$ cat src/rtl/dmem_arbiter.sv
// dmem_arbiter: round-robin two-port arbiter with read-modify-write sequencing for a word-write-only data memory
module dmem_arbiter #(
  parameter int DEPTH = 1024,
  parameter int AW = $clog2(DEPTH)
) (
  input  logic        clk,
  input  logic        reset,
  input  logic        p0_req_valid,
  output logic        p0_req_ready,
  input  logic        p0_req_write,
  input  logic [31:0] p0_req_addr,
  input  logic [31:0] p0_req_wdata,
  input  logic [3:0]  p0_req_be,
  output logic        p0_resp_valid,
  output logic [31:0] p0_resp_rdata,
  output logic        p0_resp_err,
  input  logic        p1_req_valid,
  output logic        p1_req_ready,
  input  logic        p1_req_write,
  input  logic [31:0] p1_req_addr,
  input  logic [31:0] p1_req_wdata,
  input  logic [3:0]  p1_req_be,
  output logic        p1_resp_valid,
  output logic [31:0] p1_resp_rdata,
  output logic        p1_resp_err,
  output logic        mem_read,
  output logic        mem_write,
  output logic [31:0] mem_address,
  output logic [31:0] mem_write_data,
  input  logic [31:0] mem_read_data
);
  typedef enum logic [1:0] {IDLE, ACCESS, RMW_WR, DONE} state_t;
  state_t state;
  logic port, write, err, rr_ptr, g0, g1, partial, unused_bits;
  logic [3:0] be;
  logic [AW-1:0] idx;
  logic [31:0] data, rdata, merged, sel_addr;
  // grant a lone requester outright; on contention the port rr_ptr names wins
  always_comb begin
    g1 = state == IDLE && !reset && p1_req_valid && (!p0_req_valid || rr_ptr);
    g0 = state == IDLE && !reset && p0_req_valid && !g1;
    sel_addr = g1 ? p1_req_addr : p0_req_addr;
    partial = write && !err && be != 4'h0 && be != 4'hF;
    merged = mem_read_data;
    for (int i = 0; i < 4; i++)
      if (be[i]) merged[8*i +: 8] = data[8*i +: 8];
  end
  assign unused_bits = ^sel_addr[1:0];
  assign p0_req_ready = g0;
  assign p1_req_ready = g1;
  assign mem_read = state == ACCESS && !err && (!write || partial);
  assign mem_write = (state == ACCESS && !err && write && be == 4'hF) || state == RMW_WR;
  assign mem_address = {{(32-AW){1'b0}}, idx};
  assign mem_write_data = data;
  assign p0_resp_valid = state == DONE && !port;
  assign p1_resp_valid = state == DONE && port;
  assign p0_resp_rdata = p0_resp_valid ? rdata : '0;
  assign p1_resp_rdata = p1_resp_valid ? rdata : '0;
  assign p0_resp_err = p0_resp_valid && err;
  assign p1_resp_err = p1_resp_valid && err;
  // sequencer: latch the granted request, access memory, merge partial stores, pulse the response
  always_ff @(posedge clk) begin
    if (reset) begin
      state <= IDLE;
      rr_ptr <= 1'b0;
      port <= 1'b0;
      write <= 1'b0;
      err <= 1'b0;
      be <= '0;
      idx <= '0;
      data <= '0;
      rdata <= '0;
    end else begin
      case (state)
        IDLE: if (g0 || g1) begin
          state <= ACCESS;
          port <= g1;
          rr_ptr <= g0;
          write <= g1 ? p1_req_write : p0_req_write;
          be <= g1 ? p1_req_be : p0_req_be;
          data <= g1 ? p1_req_wdata : p0_req_wdata;
          idx <= sel_addr[AW+1:2];
          err <= {2'b00, sel_addr[31:2]} >= 32'(DEPTH);
        end
        ACCESS: begin
          rdata <= (!write && !err) ? mem_read_data : '0;
          if (partial) data <= merged;
          state <= partial ? RMW_WR : DONE;
        end
        RMW_WR: state <= DONE;
        default: state <= IDLE;
      endcase
    end
  end
endmodule
$ cat config.mk
export PLATFORM = sky130hd
export DESIGN_NAME = dmem_arbiter
export DESIGN_NICKNAME = d
export VERILOG_FILES = /design/src/rtl/dmem_arbiter.sv
export SDC_FILE = /design/constraint.sdc
export NUM_CORES = 1
export LEC_CHECK = 0
export ABC_AREA = 1
export BUFFER_PORTS_ARGS = -buffer_cell sky130_fd_sc_hd__buf_2
export CAP_MARGIN = 20
export CORE_AREA = 2 2 120 122
export CTS_BUF_LIST = sky130_fd_sc_hd__clkbuf_8 sky130_fd_sc_hd__clkbuf_16
export DETAILED_ROUTE_END_ITERATION = 8
export DIE_AREA = 0 0 122 124
export PLACE_DENSITY = 0.74
export SETUP_SLACK_MARGIN = 0.2
export SYNTH_ARGS = -nofsm -noshare
export SYNTH_HDL_FRONTEND = slang
export SYNTH_SLANG_ARGS = --single-unit
$ cat constraint.sdc
create_clock -name clk -period 1.7 [get_ports clk]
set_input_delay 0.425 -clock clk [delete_from_list [all_inputs] [get_ports clk]]
set_output_delay 0.425 -clock clk [all_outputs]
set_load 0.05 [all_outputs]
== Yosys cells after proc, flatten, opt, wreduce, memory -nomap -nowiden ==
Index checks and enable logic that the tools add are counted.

* Reduce and logical (&&, ||, !) cells: 35
* Eq/ne operators: 11
* Multiplexer cells: 17
* Magnitude comparators: 1
* Divide/modulo/power cells: 0
* Bitwise gates (word level): 0
* Multipliers: 0
* Add/sub/neg operators: 0
* Shift-type cells: 0

{| class="wikitable"
|+ Operators by type and width
! cell !! count
|-
| 2-to-1 mux 32 bit || 7
|-
| case mux 32 bit (2 select lines) || 1
|-
| 2-to-1 mux 8 bit || 4
|-
| greater-or-equal comparator 30 x 11 -> 1 bit, second input constant || 1
|-
| logical AND 1 bit || 17
|-
| AND reduction 4 bit || 4
|-
| inequality test 2 bit, second input constant || 5
|-
| logical NOT 1 bit || 6
|-
| case mux 2 bit (3 select lines) || 1
|-
| == test 2 bit, second input constant || 2
|-
| == test 4 bit, second input constant || 1
|-
| logical OR 1 bit || 4
|-
| 2-to-1 mux 4 bit || 1
|-
| inequality test 4 bit, second input constant || 1
|-
| nonzero test 4 bit || 1
|-
| == test 2 x 1 -> 1 bit, second input constant || 1
|-
| logical NOT 2 bit || 1
|-
| 2-to-1 mux 1 bit || 2
|-
| 2-to-1 mux 2 bit || 1
|-
| inequality test 2 x 1 -> 1 bit, second input constant || 1
|-
| AND reduction 2 bit || 1
|-
| nonzero test 2 bit || 1
|}

* Flip-flop bits (word level): 84
* Bits in latches: 0
* Word-level logic and storage cells: 76
* Bits of input ports: 174
* Bits in writable memories: 0
* Memories kept: 0
* Output and inout bits: 136
* Bits in read-only memories: 0

== Depth between registers and ports, before layout ==
Gate-level depths: netlist (run 1).

* Word-level depth: 9
* Mapped depth: 11
* Mapped depth without buffers: 10

== Least setup slack after synthesis (run 1) ==
Ideal clock, no wire load.

* Kind: reg2out
* Start point: register state[1]
* End point: output p0_resp_rdata[10]
* Buffers on the path: 1
* Arrival time: 2.375 ns
* Cell stages (with the launch flop): 7
* Slack: -1.100 ns
* Required time: 1.275 ns
* Cell sequence: dfxtp_1 -> ha_1 -> inv_1 -> nor2_1 -> inv_1 -> buf_1 -> nor2_1

* Cells in the longest elaborated chain, start to end: 3

{| class="wikitable"
|+ Ends and longest elaborated chain
! element !! line !! source
|-
| start, declared || 33 || <nowiki>state_t state;</nowiki>
|-
| start signal, assigned || 88 || <nowiki>state <= partial ? RMW_WR : DONE;</nowiki>
|-
| == test 2 bit || 55 || <nowiki>assign p0_resp_valid = state == DONE && !port;</nowiki>
|-
| logical AND 1 bit || 55 ||
|-
| named net p0_resp_valid || 14 || <nowiki>output logic p0_resp_valid,</nowiki>
|-
| 2-to-1 mux 32 bit || 57 || <nowiki>assign p0_resp_rdata = p0_resp_valid ? rdata : '0;</nowiki>
|-
| end, declared || 15 || <nowiki>output logic [31:0] p0_resp_rdata,</nowiki>
|}

The timed path passes the listed nets, and every way through them passes these cells.

== Worst setup path after layout (run 1) ==
* Start point: register state[1]
* End point: output p0_resp_rdata[10]

* Cells in the longest elaborated chain, start to end: 3

{| class="wikitable"
|+ Ends and longest elaborated chain
! element !! line
|-
| == test 2 bit || 55
|-
| logical AND 1 bit || 55
|-
| 2-to-1 mux 32 bit || 57
|}

No other way between the ends.

==> metrics.txt, run 1 <==
status=complete, but fails checks; failing checks=negative setup slack; RSZ-0062 raised after global routing=true; Max Cap Viol=0; Top Ports=between 300 and 400; final worst-path cycle share=1.19; RR Startpoint=state[1]; die width=around 120 um; CP arrival=~1.6 ns; register bit total from synthesis=84; Hold Path Depth=3; final setup violation count=between 100 and 150; GRT Residual Overflow=0; initial antenna violation count=0; Hold-fix buffers, CTS=0; FF-to-FF path depth=13; synth unique cells=26; internal reg-to-reg setup slack=-0.18 ns; clock buffer depth=2; Power Total=about 13 mW; clk slew on worst S/H paths=0.06 ns; layout net count=roughly 1400; Seq pwr share=0.215; length of the first detailed-routing pass in iterations=5; CTS tree=yes; CTS Buf Count=9; total core area=between 10000 and 15000 um2; H-Tree Level Count=3; Highest Clock Rate=between 0.4 and 0.5 GHz; Starting Density=0.372; wire per inst=between 15 and 20 um; Crit Path Category=flop to output port; first-pass GRT wire length=30500 um; total die area=approximately 15000 um2; fraction of layout cells with a size suffix above 1=0.456; P_int=between 6 and 7 mW; final slew viol count=0; Worst path slowest cell=dfxtp_4; power per cell area=roughly 1400 nW/um2; post-route minimum period=2.02 ns; height of the die=about 120 um; ant diodes=0; vias=between 6000 and 7000; Clock power frac=0.155; via density per instance=4.74; clock latency on the worst-skew pair=between 0.3 and 0.4 ns; cells along the critical path=ha_4 > inv_2 > nor2_4 > inv_6 > buf_12 > nor2_4 > buf_6; Peak VDD IR=778 uV; Hold Crit Start=p0_req_addr[8]; Net Switching=6.55 mW; CP max FO=9; Multi-input gate area=about 3600 um2; remaining antenna violation count=0; Layout area overhead=83.3%; fill cell count=~1100; Syn Area/Cell=slightly below 6 um2; Seq. cell area=~1700 um2; Comb pwr share=0.630; worst r2r dst=mem_write_data[28]; dpl ws=-0.0626 ns; FP Rows=43; largest net degree at the start of global routing=51; final non-filler cell total=1381; Final Hold Vio Count=0; Final Skew=0.00552 ns; drt drc=0; GR Util All Layers=0.261; Post-DP Area=about 7400 um2; Detailed Route WL=21700 um; vias in the first global route=about 6000; final hold slack=0.339 ns; CP Capture Type=output port; post-synthesis sequential area ratio=0.330; CTS root buffer=clkbuf_16; Worst Path Required=1.27 ns; Setup WS post-layout=-0.323 ns; total placed cells including tap cells=1329; sink count of the clock tree=84; cells after synthesis=876; Final Instance Area=9350 um2; Leakage=between 4 and 5 nW; Yosys warning total=0; Sw Share=0.491; Hold Path Sink=idx[6]; post-synth design cell area=roughly 5100 um2; hpwl dp=between 10000 and 15000 um; IO Port Bufs=approximately 280; DRT iter0 DRCs=~410; Worst setup SP type=flop; Most common cell on crit path=nor2_4; Routability Congestion=approximately 0.86; min-delay worst type=input pin to flop; Worst path max stage delay=roughly 0.38 ns
[per-layer routing]
metal,track usage,up-vias,share of wire
met1,0.315,2988,0.40
met4,0.116,0,0.026
met2,0.451,249,0.51
met3,0.0513,40,0.063
met5,0,-,0
li1,-,3268,-
[power groups by stage]
stage / Clock [mW] / Combinational (mW) / Sequential, mW
6_report: 2.07 / 8.40 / 2.87
5_1_grt: 2.16 / 9.03 / 2.92
4_1_cts: 2.09 / 7.57 / 2.82
3_3_place_gp: 0 / 6.15 / 2.82
2_1_floorplan: 0 / 3.84 / 3.79
3_5_place_dp: 0 / 6.24 / 2.83
[kinds of logic after synthesis]
| kind of cell | after synthesis | synth area share |
|---|---|---|
| and+or+nand+nor | 492 | 0.392 |
| adders and majority gates | 4 | 0.00981 |
| DFF | 84 | 0.330 |
| AOI/OAI and AO/OA | 101 | 0.104 |
| other | 1 | 0.000735 |
| buffers and inverters | 194 | 0.164 |
[synth_stat cells]
cell / number / area (um2)
a211oi_1: 2 / 15.0
a21oi_1: 39 / 195
a31oi_1: 15 / 93.8
and2_1: 1 / 6.26
buf_1: 7 / 26.3
buf_2: 4 / 20.0
buf_4: 27 / 203
clkbuf_1: 30 / 113
clkbuf_2: 1 / 5.00
clkinv_1: 1 / 3.75
conb_1: 1 / 3.75
dfxtp_1: 84 / 1680
ha_1: 4 / 50.1
inv_1: 122 / 458
inv_2: 2 / 7.51
nand2_1: 250 / 938
nand2_2: 1 / 6.26
nand3_1: 41 / 205
nand3_4: 6 / 105
nand4_1: 1 / 6.26
nor2_1: 190 / 713
nor2_2: 1 / 6.26
nor2_4: 1 / 11.3
o21ai_0: 12 / 60.1
o21ai_1: 32 / 160
o21bai_1: 1 / 7.51
[how the worst max path moves through the flow]
stage / end / cells after the start / slack (ns) / startpoint
finish: p0_resp_rdata[10] / 7 / -0.32 / state[1]
global route: p0_resp_rdata[10] / 7 / -0.38 / state[1]
CTS: p0_resp_rdata[15] / 7 / -0.28 / state[1]
detailed placement: p0_req_ready / 9 / -0.06 / state[0]
global placement: p0_req_ready / 9 / -0.02 / state[0]
floorplan: p0_resp_rdata[10] / 6 / -0.16 / state[1]
[placed cells by master (no fill, tap or decap), drive strengths merged]
master,Yosys,final
nand3,47,51
a31oi,15,15
dfxtp,84,84
nand4,1,1
bufinv,0,1
nand2,251,251
a211oi,2,2
buf,38,349
nor2,192,192
and2,1,1
o21ai,44,44
clkinvlp,0,1
clkbuf,31,19
ha,4,4
clkinv,1,1
a21oi,39,39
conb,1,22
inv,124,123
o21bai,1,1
[layout make-up]
class,instances,area share
Tap cell,180,0.0241
Multi-Input combinational cell,623,0.387
Sequential cell,84,0.181
Inverter,125,0.0527
Clock inverter,1,0.00321
Timing Repair Buffer,355,0.322
Clock buffer,13,0.0300
[registers in the layout (all words and copies together) (netlist names)]
| signal | flops |
|---|---|
| rr_ptr | 1 |
| port | 1 |
| rdata | 32 |
| mem_write_data | 32 |
| state | 2 |
| err | 1 |
| write | 1 |
| be | 4 |
| idx | 10 |
[stage by stage]
| stage | util | setup TNS (ns) |
|---|---|---|
| finish | 0.681 | -24.54 |
| CTS | 0.639 | -21.48 |
| floorplan | - | -5.77 |
| global placement | 0.539 | -0.0351 |
| global route | 0.681 | -32.24 |
| detailed placement | 0.539 | -0.649 |
[critical path: cells and delay by family (launching register included)]
kind                     cells  cell delay, ns
flip-flops                   1            0.38
AND/OR/NAND/NOR              2            0.24
adder cells (fa/ha/maj)      1            0.15
buffers and inverters        4            0.47
[what timing repair did]
| action | CTS | global route |
|---|---|---|
| resized for setup | 218 | 123 |
| setup endpoints to repair | 141 | 150 |
| pin swaps | 17 | 35 |
| setup buffers | 18 | 4 |
| gates cloned | 8 | 8 |
No activity file was read; power rests on OpenSTA's default activity.
==> inputs of run 2 (changes only) <==
Settings changed: CORE_AREA 2 2 120 122 to 2 2 121 123, DIE_AREA 0 0 122 124 to 0 0 123 125, PLACE_DENSITY 0.74 to 0.7, TNS_END_PERCENT set to 50.
Clock period 1.7 ns to 2.2 ns, I/O delays scaled along.
==> metrics.txt, run 2 (synthesis gave the netlist of run 1 again) <==
WP buf/inv=4; Starting Density=0.359; setup TNS=0 ns; Hold-fix buffers, CTS=0; CP max FO=9; Sw Share=0.502; Peak VDD IR=around 670 uV; Crit Path Category=flop to output port; Seq. cell area=1690 um2; H-Tree Level Count=3; commonest non-fill, non-tap cell in the layout=nand2_1; Leakage=4.07 nW; post-route minimum period=2.10 ns; remaining antenna violation count=0; clock buffer depth=2; RSZ-0062 raised after global routing=true; largest net degree at the start of global routing=just under 80; P_int=about 4.3 mW; DRT iter0 DRCs=368; most frequent cells in the layout=nand2_1, buf_2, nor2_1, inv_1, dfxtp_1; total core area=roughly 14000 um2; Detailed Route WL=roughly 19000 um; GRT Residual Overflow=0; Worst Path Required=~1.7 ns; CP Capture Type=output port; CP arrival=between 1.5 and 2 ns; ant diodes=0; Final Skew=about 0.0070 ns; Power Total=8.54 mW; IO Port Bufs=about 280; drt drc=0; first-pass GRT wire length=between 20000 and 30000 um; fraction of layout cells with a size suffix above 1=0.355; Top Family by Delay on Critical Path=buffers and inverters; Clock power frac=0.169; status=finished, final reports clean; hpwl dp=13300 um; Worst path slowest cell=dfxtp_4; Highest Clock Rate=0.477 GHz; Worst path max stage delay=0.38 ns; Multi-input gate area=between 2000 and 3000 um2; min-delay worst type=input pin to flop; Seq pwr share=0.255; Post-DP Area=~7000 um2; wire per inst=13.7 um; Max Cap Viol=0; FP Rows=44; via density per instance=between 4 and 5; Most common cell on crit path=nor2_4; Tightest Pin Transition=0.537 ns; initial antenna violation count=0; clk slew on worst S/H paths=0.06 ns; cells along the critical path=ha_4 > inv_2 > nor2_4 > inv_6 > buf_12 > nor2_4 > buf_8; total die area=15400 um2; final worst-path cycle share=0.953; Net Switching=between 4 and 5 mW; final setup violation count=0; Worst setup SP type=flop; die width=approximately 120 um; sink count of the clock tree=84; vias=between 6000 and 7000; power per cell area=1080 nW/um2; GR Util All Layers=0.237; CTS tree=yes; height of the die=approximately 130 um; Comb pwr share=0.576; Layout area overhead=55.0%; vias in the first global route=approximately 5700; length of the first detailed-routing pass in iterations=5; worst relative slew slack=0.640; Final Hold Vio Count=0; CTS Buf Count=9; layout net count=approximately 1300; final slew viol count=0; fill cell count=about 1400; Final Instance Area=about 7900 um2; Top Ports=310; CTS root buffer=clkbuf_16; Routability Congestion=around 0.91; clock latency on the worst-skew pair=between 0.3 and 0.4 ns
run 2: cell count changes in the layout (fill, tap and decap cells not counted), sizes merged:
| cell | previous run | this run |
|---|---|---|
| nand3 | 51 | 47 |
| inv | 123 | 124 |
| clkinv | 1 | 6 |
| bufinv | 1 | 0 |
| clkbuf | 19 | 10 |
| buf | 349 | 329 |
run 2: worst min-delay path: cells and delay by family:
kind | cells | cell delay [ns]
buffers and inverters | 1 | 0.09
AOI/OAI and AO/OA | 1 | 0.07
and+or+nand+nor | 1 | 0.05
run 2: power groups by stage:
stage          registers (mW)  logic (mW)  clock network [mW]
2_1_floorplan            2.92        2.82                   0
3_3_place_gp             2.17        4.54                   0
3_5_place_dp             2.18        4.59                   0
4_1_cts                  2.17        4.86                1.47
5_1_grt                  2.23        5.41                1.53
6_report                 2.18        4.92                1.44
run 2: worst paths after layout:
kind             startpoint           endpoint  slack [ns]  cells past startpoint
max                state[1]  p0_resp_rdata[10]        0.10                      7
min          p0_req_addr[7]             idx[5]        0.46                      3
max reg2reg        state[1]              write        0.17                     17
min reg2reg       rdata[19]          rdata[19]        0.46                      2
run 2: per-stage QoR:
stage	setup slack, ns	cells	util	hold slack, ns
after detailed placement	0.209	1314	0.488	0.455
after floorplan	0.143	897	-	0.444
after global routing	0.0190	1357	0.557	0.457
final	0.103	1357	0.557	0.463
after CTS	0.103	1354	0.545	0.449
after global placement	0.226	1314	0.488	0.453
run 2: layout make-up:
class,count,area share
multi-input cells,619,0.379
well taps,184,0.0291
repair buffers,329,0.282
clock buffers,10,0.0302
inverters,125,0.0609
flip-flops and latches,84,0.214
clock inverters,6,0.00506
run 2: repair_timing:
action                                  4_1_cts  5_1_grt
buffers inserted                             23        3
gates resized for setup                     108       45
endpoints found under the hold margin         0        0
endpoints found under the setup margin       71       75
cloned                                        1        0
pin swaps                                     5        4
run 2: metal layers:
layer  up-vias  track usage  wire length (um)
met1      2756        0.313              8170
met4         0       0.0668               363
met2       221        0.384              8790
met5         -            0                 0
met3        26       0.0584              1250
li1       3182            -                 -
==> inputs of run 3 (changes only) <==
Settings changed: CELL_PAD_IN_SITES_DETAIL_PLACEMENT set to 1, CELL_PAD_IN_SITES_GLOBAL_PLACEMENT set to 1, CORE_AREA 2 2 121 123 to unset, CORE_ASPECT_RATIO set to 1.5, CORE_MARGIN set to 2, CORE_UTILIZATION set to 28, DIE_AREA 0 0 123 125 to unset, PLACE_DENSITY 0.7 to 0.83.
==> metrics.txt, run 3 (synthesis gave the netlist of run 1 again) <==
Peak VDD IR=roughly 530 uV; via density per instance=between 4 and 5; CP Capture Type=output port; Highest Clock Rate=~0.46 GHz; Net Switching=~4.5 mW; setup TNS=0 ns; min-delay worst type=input pin to flop; internal reg-to-reg setup slack=roughly 0.29 ns; length of the first detailed-routing pass in iterations=4; dpl ws=0.229 ns; vias in the first global route=approximately 6400; Crit Path Category=flop to output port; layout net count=1340; Top Ports=slightly above 300; RR Startpoint=state[1]; CTS Buf Count=9; Max Cap Viol=0; end of the critical path=p0_resp_rdata[28]; height of the die=around 170 um; total die area=~19000 um2; Seq pwr share=0.239; status=finished, final reports clean; clock latency on the worst-skew pair=~0.34 ns; Detailed Route WL=between 20000 and 25000 um; IO Port Bufs=~280; commonest non-fill, non-tap cell in the layout=nand2_1; fraction of layout cells with a size suffix above 1=0.364; final setup violation count=0; initial antenna violation count=4; CTS root buffer=clkbuf_16; wire per inst=16.3 um; Starting Density=0.286; FP Rows=60; first-pass GRT wire length=~33000 um; CP max FO=10; Clock power frac=0.199; clk slew on worst S/H paths=around 0.07 ns; Worst Path Required=about 1.7 ns; total core area=17900 um2; Leakage=around 4 nW; total placed cells including tap cells=about 1400; Sw Share=0.495; Layout area overhead=61.0%; final non-filler cell total=approximately 1400; worst setup path startpoint=state[1]; most frequent cells in the layout=nand2_1, buf_2, nor2_1, inv_1, dfxtp_1; FF-to-FF path depth=11; RSZ-0062 raised after global routing=true; Final Hold Vio Count=0; hpwl dp=between 15000 and 20000 um; power per cell area=approximately 1100 nW/um2; post-route minimum period=approximately 2.2 ns; Worst setup SP type=flop; remaining antenna violation count=0; GRT Residual Overflow=0; clock buffer depth=2; Tightest Pin Transition=~0.52 ns; GR Util All Layers=0.216; DRT iter0 DRCs=235; Comb pwr share=0.561; worst relative slew slack=0.652; CP arrival=around 1.6 ns; Setup WS post-layout=between 0.02 and 0.03 ns; CTS tree=yes; drt drc=0; H-Tree Level Count=3; vias=between 6000 and 7000; worst r2r dst=mem_write_data[21]; P_int=between 4 and 5 mW; Routability Congestion=around 0.86; sink count of the clock tree=between 80 and 90; die width=around 110 um; final worst-path cycle share=0.987; largest net degree at the start of global routing=between 40 and 50; Final Skew=around 0.015 ns; final slew viol count=0; fill cell count=about 2400
[run 3: changes by cell type in the layout (fill, tap and decap cells not counted), sizes merged]
cell | previous run | this run
bufinv | 0 | 3
buf | 329 | 322
clkinv | 6 | 1
clkinvlp | 1 | 0
diode | 0 | 3
inv | 124 | 127
[run 3: repair_timing]
item                                    in CTS  in global routing
hold buffers                                 0                  0
gates resized for setup                    110                138
pin swaps                                    3                 16
gates cloned                                 2                  0
setup buffers                                7                  9
endpoints found under the setup margin      71                 74
[run 3: cell type report]
| class | count | area, um2 | share of cell area |
|---|---|---|---|
| diodes | 3 | 7.51 | 0.000914 |
| clock buffers | 10 | 239 | 0.0291 |
| clock inverters | 5 | 108 | 0.0131 |
| inverters | 125 | 479 | 0.0583 |
| multi-input cells | 619 | 3080 | 0.375 |
| flip-flops and latches | 84 | 1700 | 0.207 |
| well taps | 217 | 272 | 0.0330 |
| repair buffers | 322 | 2320 | 0.283 |
| repair inverters | 1 | 11.3 | 0.00137 |
[run 3: routing by layer]
layer  track usage  vias up  routed length, um
met2         0.425      229              12600
met1         0.222     2984               8240
met3        0.0382       41               1020
li1              -     3170                  -
met4        0.0785        2                711
met5             0        -                  7
[run 3: critical path, stage by stage, from the launching register on]
cell     delay [ns]
dfxtp_4        0.37
ha_4           0.14
inv_4          0.04
nor2_4         0.19
inv_8          0.10
buf_12         0.18
nor2_4         0.10
buf_8          0.15
[run 3: how the worst min path moves through the flow]
| stage | end | startpoint | cells after the start | slack (ns) |
|---|---|---|---|---|
| global placement | rdata[13] | rdata[13] | 2 | 0.45 |
| floorplan | rdata[22] | rdata[22] | 2 | 0.44 |
| finish | idx[3] | p1_req_addr[5] | 3 | 0.46 |
| CTS | idx[3] | p1_req_addr[5] | 3 | 0.45 |
| global route | idx[9] | p1_req_addr[11] | 3 | 0.47 |
| detailed placement | rdata[20] | rdata[20] | 2 | 0.46 |
[run 3: per-stage QoR]
stage | hold slack (ns) | power, mW | util | cell area (um2)
floorplan | 0.444 | 5.75 | - | 5500
CTS | 0.454 | 8.97 | 0.435 | 7770
detailed placement | 0.457 | 6.96 | 0.391 | 6990
finish | 0.462 | 9.07 | 0.460 | 8220
global route | 0.467 | 9.72 | 0.460 | 8220
global placement | 0.452 | 6.83 | 0.391 | 6990
[run 3: power groups by stage]
stage | Sequential, mW | Combinational [mW] | Clock, mW
2_1_floorplan | 2.92 | 2.82 | 0
3_3_place_gp | 2.16 | 4.66 | 0
3_5_place_dp | 2.19 | 4.77 | 0
4_1_cts | 2.16 | 4.95 | 1.86
5_1_grt | 2.22 | 5.60 | 1.90
6_report | 2.17 | 5.09 | 1.81
